[src/rtl/kyber_encode_pkg.sv]
// Shared types and helpers for the streamed ByteEncode_d controller.
// ENCODE_RANGE_CHECK_EN uses coef_in_range() to flag out-of-range coefficients.
package kyber_encode_pkg;

  localparam int KYBER_N = 256;
  localparam int KYBER_Q = 3329;

  typedef enum logic [1:0] {
    IDLE = 2'd0,
    RUN  = 2'd1,
    DONE = 2'd2
  } enc_state_e;

  typedef logic signed [15:0] coef_t;

  function automatic logic is_legal_d(input logic [3:0] d);
    logic legal;
    case (d)
      4'd1, 4'd4, 4'd5, 4'd10, 4'd11, 4'd12: legal = 1'b1;
      default:                               legal = 1'b0;
    endcase
    return legal;
  endfunction

  // d=12 carries mod-q values, so the bound is q rather than 2^12
  function automatic logic coef_in_range(input logic [15:0] c, input logic [3:0] d);
    logic ok;
    if (d == 4'd12) begin
      ok = (c < 16'(KYBER_Q));
    end else begin
      ok = ((c >> d) == 16'd0);
    end
    return ok;
  endfunction

endpackage

[src/rtl/encode_stream_ctrl_bit_packer.sv]
// Bit accumulator for ByteEncode_d: packs d-bit fields LSB-first and releases
// them a byte at a time. Push and pop never coincide, so one update path suffices.
module bit_packer
  import kyber_encode_pkg::*;
#(
  parameter int MAX_D = 12,
  parameter int ACC_W = MAX_D + 8,
  parameter int CNT_W = $clog2(ACC_W + 1)
) (
  input  logic             clk,
  input  logic             rst_n,
  input  logic             clr,
  input  logic             push,
  input  logic             pop,
  input  logic [3:0]       d,
  input  logic [15:0]      coef,
  output logic [CNT_W-1:0] acc_cnt,
  output logic [7:0]       byte_out
);

  logic [ACC_W-1:0] acc_r;
  logic [ACC_W-1:0] acc_nxt_s;
  logic [ACC_W-1:0] mask_s;
  logic [ACC_W-1:0] field_s;
  logic [CNT_W-1:0] cnt_r;
  logic [CNT_W-1:0] cnt_nxt_s;

  // Next accumulator contents for clear, push or pop
  always_comb begin
    mask_s    = ~({ACC_W{1'b1}} << d);
    field_s   = ACC_W'(coef) & mask_s;
    acc_nxt_s = acc_r;
    cnt_nxt_s = cnt_r;
    if (clr) begin
      acc_nxt_s = {ACC_W{1'b0}};
      cnt_nxt_s = {CNT_W{1'b0}};
    end else if (push) begin
      acc_nxt_s = acc_r | (field_s << cnt_r);
      cnt_nxt_s = cnt_r + CNT_W'(d);
    end else if (pop) begin
      acc_nxt_s = acc_r >> 4'd8;
      cnt_nxt_s = cnt_r - CNT_W'(4'd8);
    end else begin
      acc_nxt_s = acc_r;
      cnt_nxt_s = cnt_r;
    end
  end

  // Accumulator and fill-level registers
  always_ff @(posedge clk or negedge rst_n) begin
    if (!rst_n) begin
      acc_r <= {ACC_W{1'b0}};
      cnt_r <= {CNT_W{1'b0}};
    end else begin
      acc_r <= acc_nxt_s;
      cnt_r <= cnt_nxt_s;
    end
  end

  assign acc_cnt  = cnt_r;
  assign byte_out = acc_r[7:0];

endmodule

[src/rtl/encode_stream_ctrl.sv]
// Streamed ByteEncode_d controller: one coefficient in, one byte out per handshake.
// Optional build macro ENCODE_RANGE_CHECK_EN adds the sticky err_range output.
module encode_stream_ctrl
  import kyber_encode_pkg::*;
#(
  parameter int MAX_D  = 12,
  parameter int N_COEF = KYBER_N
) (
  input  logic        clk,
  input  logic        rst_n,
  input  logic        start,
  input  logic [3:0]  d_sel,
  output logic        busy,
  output logic        done,
  output logic        err_d,
`ifdef ENCODE_RANGE_CHECK_EN
  output logic        err_range,
`endif
  input  logic        coef_valid,
  output logic        coef_ready,
  input  logic [15:0] coef,
  output logic        byte_valid,
  input  logic        byte_ready,
  output logic [7:0]  byte_out,
  output logic [8:0]  byte_idx
);

  localparam int ACC_W = MAX_D + 8;
  localparam int CNT_W = $clog2(ACC_W + 1);
  localparam int CC_W  = $clog2(N_COEF + 1);
  localparam logic [CC_W-1:0] N_LAST = CC_W'(N_COEF);

  enc_state_e       state_r;
  enc_state_e       state_nxt_s;
  logic [3:0]       d_r;
  logic [CC_W-1:0]  coef_cnt_r;
  logic [8:0]       byte_idx_r;
  logic             busy_r;
  logic             done_r;
  logic             err_d_r;
  logic [CNT_W-1:0] acc_cnt_s;
  logic             legal_start_s;
  logic             bad_start_s;
  logic             push_s;
  logic             pop_s;
  logic             coef_ready_s;
  logic             byte_valid_s;
  logic             busy_nxt_s;
  logic             done_nxt_s;

  assign legal_start_s = (state_r == IDLE) && start && is_legal_d(d_sel);
  assign bad_start_s   = (state_r == IDLE) && start && !is_legal_d(d_sel);
  assign push_s        = coef_valid && coef_ready_s;
  assign pop_s         = byte_valid_s && byte_ready;

  bit_packer #(
    .MAX_D (MAX_D)
  ) u_packer (
    .clk      (clk),
    .rst_n    (rst_n),
    .clr      (legal_start_s),
    .push     (push_s),
    .pop      (pop_s),
    .d        (d_r),
    .coef     (coef),
    .acc_cnt  (acc_cnt_s),
    .byte_out (byte_out)
  );

  // FSM state register
  always_ff @(posedge clk or negedge rst_n) begin
    if (!rst_n) begin
      state_r <= IDLE;
    end else begin
      state_r <= state_nxt_s;
    end
  end

  // FSM next-state logic; a job ends once every coefficient is in and the accumulator is drained
  always_comb begin
    state_nxt_s = state_r;
    case (state_r)
      IDLE: begin
        if (legal_start_s) state_nxt_s = RUN;
        else               state_nxt_s = IDLE;
      end
      RUN: begin
        if ((coef_cnt_r == N_LAST) && (acc_cnt_s == {CNT_W{1'b0}})) state_nxt_s = DONE;
        else                                                        state_nxt_s = RUN;
      end
      DONE:    state_nxt_s = IDLE;
      default: state_nxt_s = IDLE;
    endcase
  end

  // FSM outputs: handshake qualifiers and next values of busy/done
  always_comb begin
    coef_ready_s = 1'b0;
    byte_valid_s = 1'b0;
    busy_nxt_s   = 1'b0;
    done_nxt_s   = 1'b0;
    case (state_r)
      IDLE: begin
        busy_nxt_s = legal_start_s;
        done_nxt_s = bad_start_s;
      end
      RUN: begin
        coef_ready_s = (coef_cnt_r < N_LAST) && (acc_cnt_s < CNT_W'(4'd8));
        byte_valid_s = (acc_cnt_s >= CNT_W'(4'd8));
        busy_nxt_s   = (state_nxt_s == RUN);
        done_nxt_s   = (state_nxt_s == DONE);
      end
      DONE: begin
        busy_nxt_s = 1'b0;
        done_nxt_s = 1'b0;
      end
      default: begin
        busy_nxt_s = 1'b0;
        done_nxt_s = 1'b0;
      end
    endcase
  end

  // Job parameters, counters and status flags
  always_ff @(posedge clk or negedge rst_n) begin
    if (!rst_n) begin
      d_r        <= 4'd0;
      coef_cnt_r <= {CC_W{1'b0}};
      byte_idx_r <= 9'd0;
      busy_r     <= 1'b0;
      done_r     <= 1'b0;
      err_d_r    <= 1'b0;
    end else begin
      busy_r <= busy_nxt_s;
      done_r <= done_nxt_s;
      if (legal_start_s) begin
        d_r        <= d_sel;
        coef_cnt_r <= {CC_W{1'b0}};
        byte_idx_r <= 9'd0;
        err_d_r    <= 1'b0;
      end else begin
        if (bad_start_s) err_d_r    <= 1'b1;
        if (push_s)      coef_cnt_r <= coef_cnt_r + CC_W'(1'b1);
        if (pop_s)       byte_idx_r <= byte_idx_r + 9'd1;
      end
    end
  end

`ifdef ENCODE_RANGE_CHECK_EN
  logic err_range_r;

  // Sticky per-job flag for accepted coefficients wider than d bits (or >= q at d=12)
  always_ff @(posedge clk or negedge rst_n) begin
    if (!rst_n) begin
      err_range_r <= 1'b0;
    end else if (legal_start_s) begin
      err_range_r <= 1'b0;
    end else if (push_s && !coef_in_range(coef, d_r)) begin
      err_range_r <= 1'b1;
    end else begin
      err_range_r <= err_range_r;
    end
  end

  assign err_range = err_range_r;
`endif

  assign busy       = busy_r;
  assign done       = done_r;
  assign err_d      = err_d_r;
  assign coef_ready = coef_ready_s;
  assign byte_valid = byte_valid_s;
  assign byte_idx   = byte_idx_r;

endmodule
[config.mk]
export PLATFORM = sky130hd
export DESIGN_NAME = encode_stream_ctrl
export DESIGN_NICKNAME = d
export VERILOG_FILES = /design/src/rtl/kyber_encode_pkg.sv /design/src/rtl/encode_stream_ctrl_bit_packer.sv /design/src/rtl/encode_stream_ctrl.sv
export SDC_FILE = /design/constraint.sdc
export NUM_CORES = 1
export LEC_CHECK = 0
export BUFFER_PORTS_ARGS = -buffer_cell sky130_fd_sc_hd__buf_2
export CAP_MARGIN = 20
export CORE_AREA = 2 2 87 89
export CTS_CLUSTER_SIZE = 10
export DETAILED_ROUTE_END_ITERATION = 6
export DIE_AREA = 0 0 89 91
export PLACE_DENSITY = 0.81
export SLEW_MARGIN = 30
export SYNTH_ARGS = -nofsm -noshare
export SYNTH_HDL_FRONTEND = slang
export SYNTH_SLANG_ARGS = --single-unit
[constraint.sdc]
create_clock -name clk -period 5.5 [get_ports clk]
set_clock_uncertainty 0.1 [all_clocks]
set_input_delay 1.1 -clock clk [delete_from_list [all_inputs] [get_ports clk]]
set_output_delay 1.1 -clock clk [all_outputs]
set_load 0.005 [all_outputs]
* Word-level counts from Yosys, hierarchy flattened *
Cells that the tools add are included.

storage, ports and cells
  bits in registers = 52
  bits in latches = 0
  RAM bits = 0
  ROM bits = 0
  bits of input ports = 25
  output and inout bits = 22
  word-level logic and storage cells = 66
  memories = 0

operators by class
  $add $sub $neg = 4
  multipliers = 0
  div/mod/pow operators = 0
  $lt $le $gt $ge = 3
  equal/unequal tests = 10
  shifts and indexed selects = 2
  mux-type cells = 20
  bitwise logic cells = 3
  reduce and logical (&&, ||, !) cells = 15

operators with widths
  kind                                                                           number
  20-bit 2-to-1 mux                                                              3
  9-bit 2-to-1 mux                                                               4
  16-bit by 20-bit bitwise AND with 20-bit output                                1
  20-bit NOT                                                                     1
  20-bit OR                                                                      1
  20-bit by 4-bit << shifter with 20-bit output (first input constant)           1
  20-bit by 5-bit << shifter with 20-bit output                                  1
  9-bit by 1-bit adder with 9-bit output (second input constant)                 2
  5-bit 2-to-1 mux                                                               3
  4-bit == test (second input constant)                                          3
  9-bit == test (second input constant)                                          1
  9-bit less-than comparator (second input constant)                             1
  4-bit by 3-bit == test with 1-bit output (second input constant)               2
  1-bit logical AND                                                              7
  1-bit 2-to-1 mux                                                               6
  2-bit nonzero test                                                             3
  6-bit OR reduction                                                             1
  5-bit by 4-bit adder with 5-bit output                                         1
  5-bit by 4-bit >= comparator with 1-bit output (second input constant)         1
  5-bit zero test                                                                1
  5-bit by 4-bit less-than comparator with 1-bit output (second input constant)  1
  5-bit by 4-bit subtractor with 5-bit output (second input constant)            1
  2-bit by 1-bit == test with 1-bit output (second input constant)               2
  4-bit by 1-bit == test with 1-bit output (second input constant)               1
  7 further kinds                                                                8

* Longest topological paths before layout *
  depth in word-level cells = 8
  gate-level depth with buffers = 10
  depth with buffers taken out = 8

* By module *
Synthesis repeated with hierarchy kept, for this count alone.

unflattened totals
  cell total of the unflattened synthesis = 437
  area total of the unflattened synthesis = 3930.0 µm²

by module, submodules not included
  module              instances  cells each  area an instance (µm²)  seq. area each (µm²)
  bit_packer          1          302         2556.2                  625.6
  encode_stream_ctrl  1          135         1373.8                  675.6

* Worst setup path after synthesis *
OpenSTA, ideal clock, no wires.

  kind = input -> register
  start point = input port byte_ready
  end point = register u_packer.acc_r[5]
  setup time = 130 ps
  data arrival time = 2508 ps
  data required time = 5270 ps
  slack = 2762 ps
  stages = 6
  buffers on the path = 1
  cells stage by stage = or4bb_1 o32ai_2 o21ai_1 clkbuf_1 a22oi_1 o21ai_0

between the ends
  longest elaborated chain between the ends = 2

ends and longest elaborated chain
  item                          line                                 RTL
  from (decl)                   encode_stream_ctrl.sv:23             input logic byte_ready,
  1-bit logical AND             encode_stream_ctrl.sv:54             assign pop_s = byte_valid_s && byte_ready;
  3-bit nonzero test (no line)  -
  to (signal assigned)          encode_stream_ctrl_bit_packer.sv:52  acc_r <= {ACC_W{1'b0}};
  to (signal assigned)          encode_stream_ctrl_bit_packer.sv:55  acc_r <= acc_nxt_s;
  to (decl)                     encode_stream_ctrl_bit_packer.sv:21  logic [ACC_W-1:0] acc_r;

No other way between the ends.
A chain may end at the register's enable or synchronous reset.

* Final worst setup path *
  start point = input port d_sel[0]
  end point = register u_packer.acc_r[8]

between the ends
  longest elaborated chain between the ends = 5
  elaborated cells between the ends (all ways) = 11
  classes of those cells = 6 x eq/ne; 2 x mux; 3 x reduce/logical

ends and longest elaborated chain
  item                                                               line                      RTL
  from (decl)                                                        encode_stream_ctrl.sv:12  input logic [3:0] d_sel,
  4-bit by 1-bit == test with 1-bit output (tied with other cells)   kyber_encode_pkg.sv:18    case (d)
  6-bit OR reduction *                                               kyber_encode_pkg.sv:18
  1-bit 2-to-1 mux *                                                 kyber_encode_pkg.sv:18
  1-bit logical AND *                                                encode_stream_ctrl.sv:51  assign legal_start_s = (state_r == IDLE) && start && is_legal_d(d_sel);
  3-bit nonzero test (no line) or 20-bit 2-to-1 mux (tied branches)  -

Mark *: on every way between the ends. The rest lies on a longest branch, timed or not.

==> reports/qor.txt <==
I/O pin count - 47
Initial DRC Count - 262
Reg clk slew, reported paths - 0.10 ns
Wire per inst - 16.64 um
Synth-to-layout area growth - 8.244%
DRC - 0
Fmax - 0.3030 GHz
Adder-cell share of the synthesized area - 3.426%
Post-DP HPWL - 6030 um
Via density - 6.086
Max-Cap Viols - 0
Seq/Total Area, Yosys - 37.12%
Worst-case headroom to the max-slew limit - 43.00%
RSZ-0062 raised after global routing - false
Die height - 91 um
Worst vdd ir - 0.3023 mV
Status - completed
Antenna viol nets, final - 0
Crit end category - register
Global route overflow - 0
CTS Buf Count - 5
Largest family of logic cells by synthesized area - compound AO/OA/AOI/OAI gates
Commonest cells post-synth - dfrtp_1 (52), nand2_1 (47), nor2_1 (29)
Endpoints failing setup - 0
Syn Inst Count - 404
Layout cells sized above 1 - 16.90%
Min-delay worst type - reg -> reg
Initial antenna violation count - 0
Netlist cell types - 62
Min Clock Period, post-route - 3.300 ns
Clock Sinks - 52
Worst path required time - 5.60 ns
Mux cell area share after synthesis - 6.638%
DIE WIDTH - 89 um
Largest net degree at the start of global routing - 53
Via count - 3195
Critical Path Source Type - input pin
TritonCTS clock tree - yes
Data arrival time of the critical path - 3.40 ns
Effective utilization at floorplan - 49.12%
GRT Util Overall - 23.14%
Synth area leaders - dfrtp_1 (37%), nand2_1 (5.0%), mux2i_1 (4.3%)
Avg Cell Area, Syn - 8.678 sq um
Resized cells post-CTS - 0
ANT cells - 0
Die Area - 0.008099 sq mm
Dpl cells - 517
CTS Buffer Depth - 2
Synth async-reset ratio - 100.0%
Most frequent cell after synthesis - dfrtp_1
Row cnt - 31
Global-route wire length before repair - 15250 um
Yosys warnings - 0
Synth Flop Type - dfrtp_1
Post-synth top area share - 37.12%
Crit path max fanout - 24
Mapped Area - 0.003506 sq mm
TNS Setup - 0 ns
Synth Area in Compound Gates - 22.48%
TritonRoute pass-1 iters - 5
Simple-gate share of the synthesized area - 20.88%
PwrDens - 363.6 mW/mm^2
Synth Area in XOR/XNOR - 3.248%
Endpoints failing hold - 0
Setup Crit Path Kind - in -> reg
Htree depth - 2
Buffers on Ports - 45
Layout Nets - 459
Skew-Pair Late Insertion Delay - 0.31 ns
Final Wtd Congestion - 0.9171
CORE AREA - 0.007137 sq mm
Post-CTS Setup Bufs - 0
Finished Layout Cells - 525
Measured slew at the worst slew-check pin - 0.8549 ns
Period utilization - 60.01%
Post-Route WL - 8736 um
CTS Hold Bufs - 0
Vias in the first global route - 3143
Synth Register Bits - 52
Leak - 0.001668 uW
Final number of max-transition violations - 0
Post-synth EDFFs - 0
Clock Tree Root - clkbuf_8
Syn nets - 438
Synth area leader - dfrtp_1
==> layout make-up <==
type	count	area [sq um]
Tap cell	99	123.9
Clock buffer	6	82.58
Sequential cell	52	1303
Timing Repair Buffer	47	240.2
Multi-Input combinational cell	308	1991
Fill cell	696	3342
Clock inverter	2	13.76
Inverter	11	41.29
==> routing by layer <==
layer	part of all wire, %	GRT usage, %	wire, um
met5	0	0	0
met3	5.0	4.000	437
met2	48	37.13	4185
met1	46	32.62	4012
met4	1.1	5.100	100
==> where the power goes <==
group	switching [uW]	leakage (uW)	total, uW	internal (uW)
clock	132	0.0000516	235	103
combinational	315	0.000935	555	240
sequential	107	0.000682	590	483
total	554	0.00167	1380	826
==> registers in the layout, indices dropped and copies added, names as in the netlist <==
name,count
busy,1
byte_idx,9
coef_cnt_r,9
d_r,4
done,1
err_d,1
state_r,2
u_packer.acc_cnt,5
u_packer.acc_r,20
==> placed cells by master, fill, tap and decap left out, types with 4 or more instances in the layout <==
cell type,Yosys,routed
nand4_1,9,9
o21a_1,6,6
and2_1,5,5
dfrtp_1,52,51
xnor2_1,4,4
nand3_1,8,8
nand2_1,47,47
nand2b_1,7,7
nor4_1,5,5
o21ai_0,26,26
buf_2,0,45
o22ai_1,4,4
clkbuf_8,0,6
mux2_2,6,6
nor2_1,29,29
xor2_1,9,9
a22o_1,6,6
nor3_1,17,17
a221o_1,4,4
a22oi_1,8,8
a211oi_1,4,4
ha_1,8,8
a21oi_1,24,24
inv_1,10,10
or3_1,7,7
a31oi_1,4,4
mux2i_1,15,15
==> logic make-up (layout without fill, tap and decap cells) <==
logic type	after synthesis	count (layout)
simple gates	148	148
compound gates	116	116
flops	52	52
buf+inv	44	66
mux	22	22
xor+xnor	13	13
fa+ha+maj	9	9
==> critical path, stage by stage <==
cell	delay, ns
buf_2	0.12
nand2b_1	0.14
a21oi_1	0.25
o21a_1	0.74
nor2_1	0.42
a221o_1	0.44
o21a_1	0.19
==> stage by stage <==
stage	hold slack (ns)	instance area (sq um)	util (%)	total power [uW]	setup slack, ns
after floorplan	0.3400	3506	-	1002	2.762
after global placement	0.3534	3694	51.75	1114	1.829
after detailed placement	0.3706	3697	51.81	1135	1.860
after CTS	0.3933	3794	53.16	1376	2.182
after global routing	0.4184	3795	53.17	1484	1.934
final	0.3850	3795	53.17	1380	2.200
==> worst paths after layout <==
kind,from,endpoint,slack [ns],cells after the start
max in group asynchronous,rst_n,u_packer.acc_cnt[0]$_DFFE_PN0P_,4.01,2
worst max-delay path,d_sel[0],u_packer.acc_r[8]$_DFFE_PN0P_,2.20,7
worst max register to register,u_packer.acc_cnt[4]$_DFFE_PN0P_,u_packer.acc_r[8]$_DFFE_PN0P_,2.40,7
min in group asynchronous,rst_n,u_packer.acc_r[4]$_DFFE_PN0P_,0.80,2
worst min register to register,u_packer.acc_r[0]$_DFFE_PN0P_,u_packer.acc_r[0]$_DFFE_PN0P_,0.38,2
worst min-delay path,u_packer.acc_r[0]$_DFFE_PN0P_,u_packer.acc_r[0]$_DFFE_PN0P_,0.38,2
(Power assumes the default switching activity.)
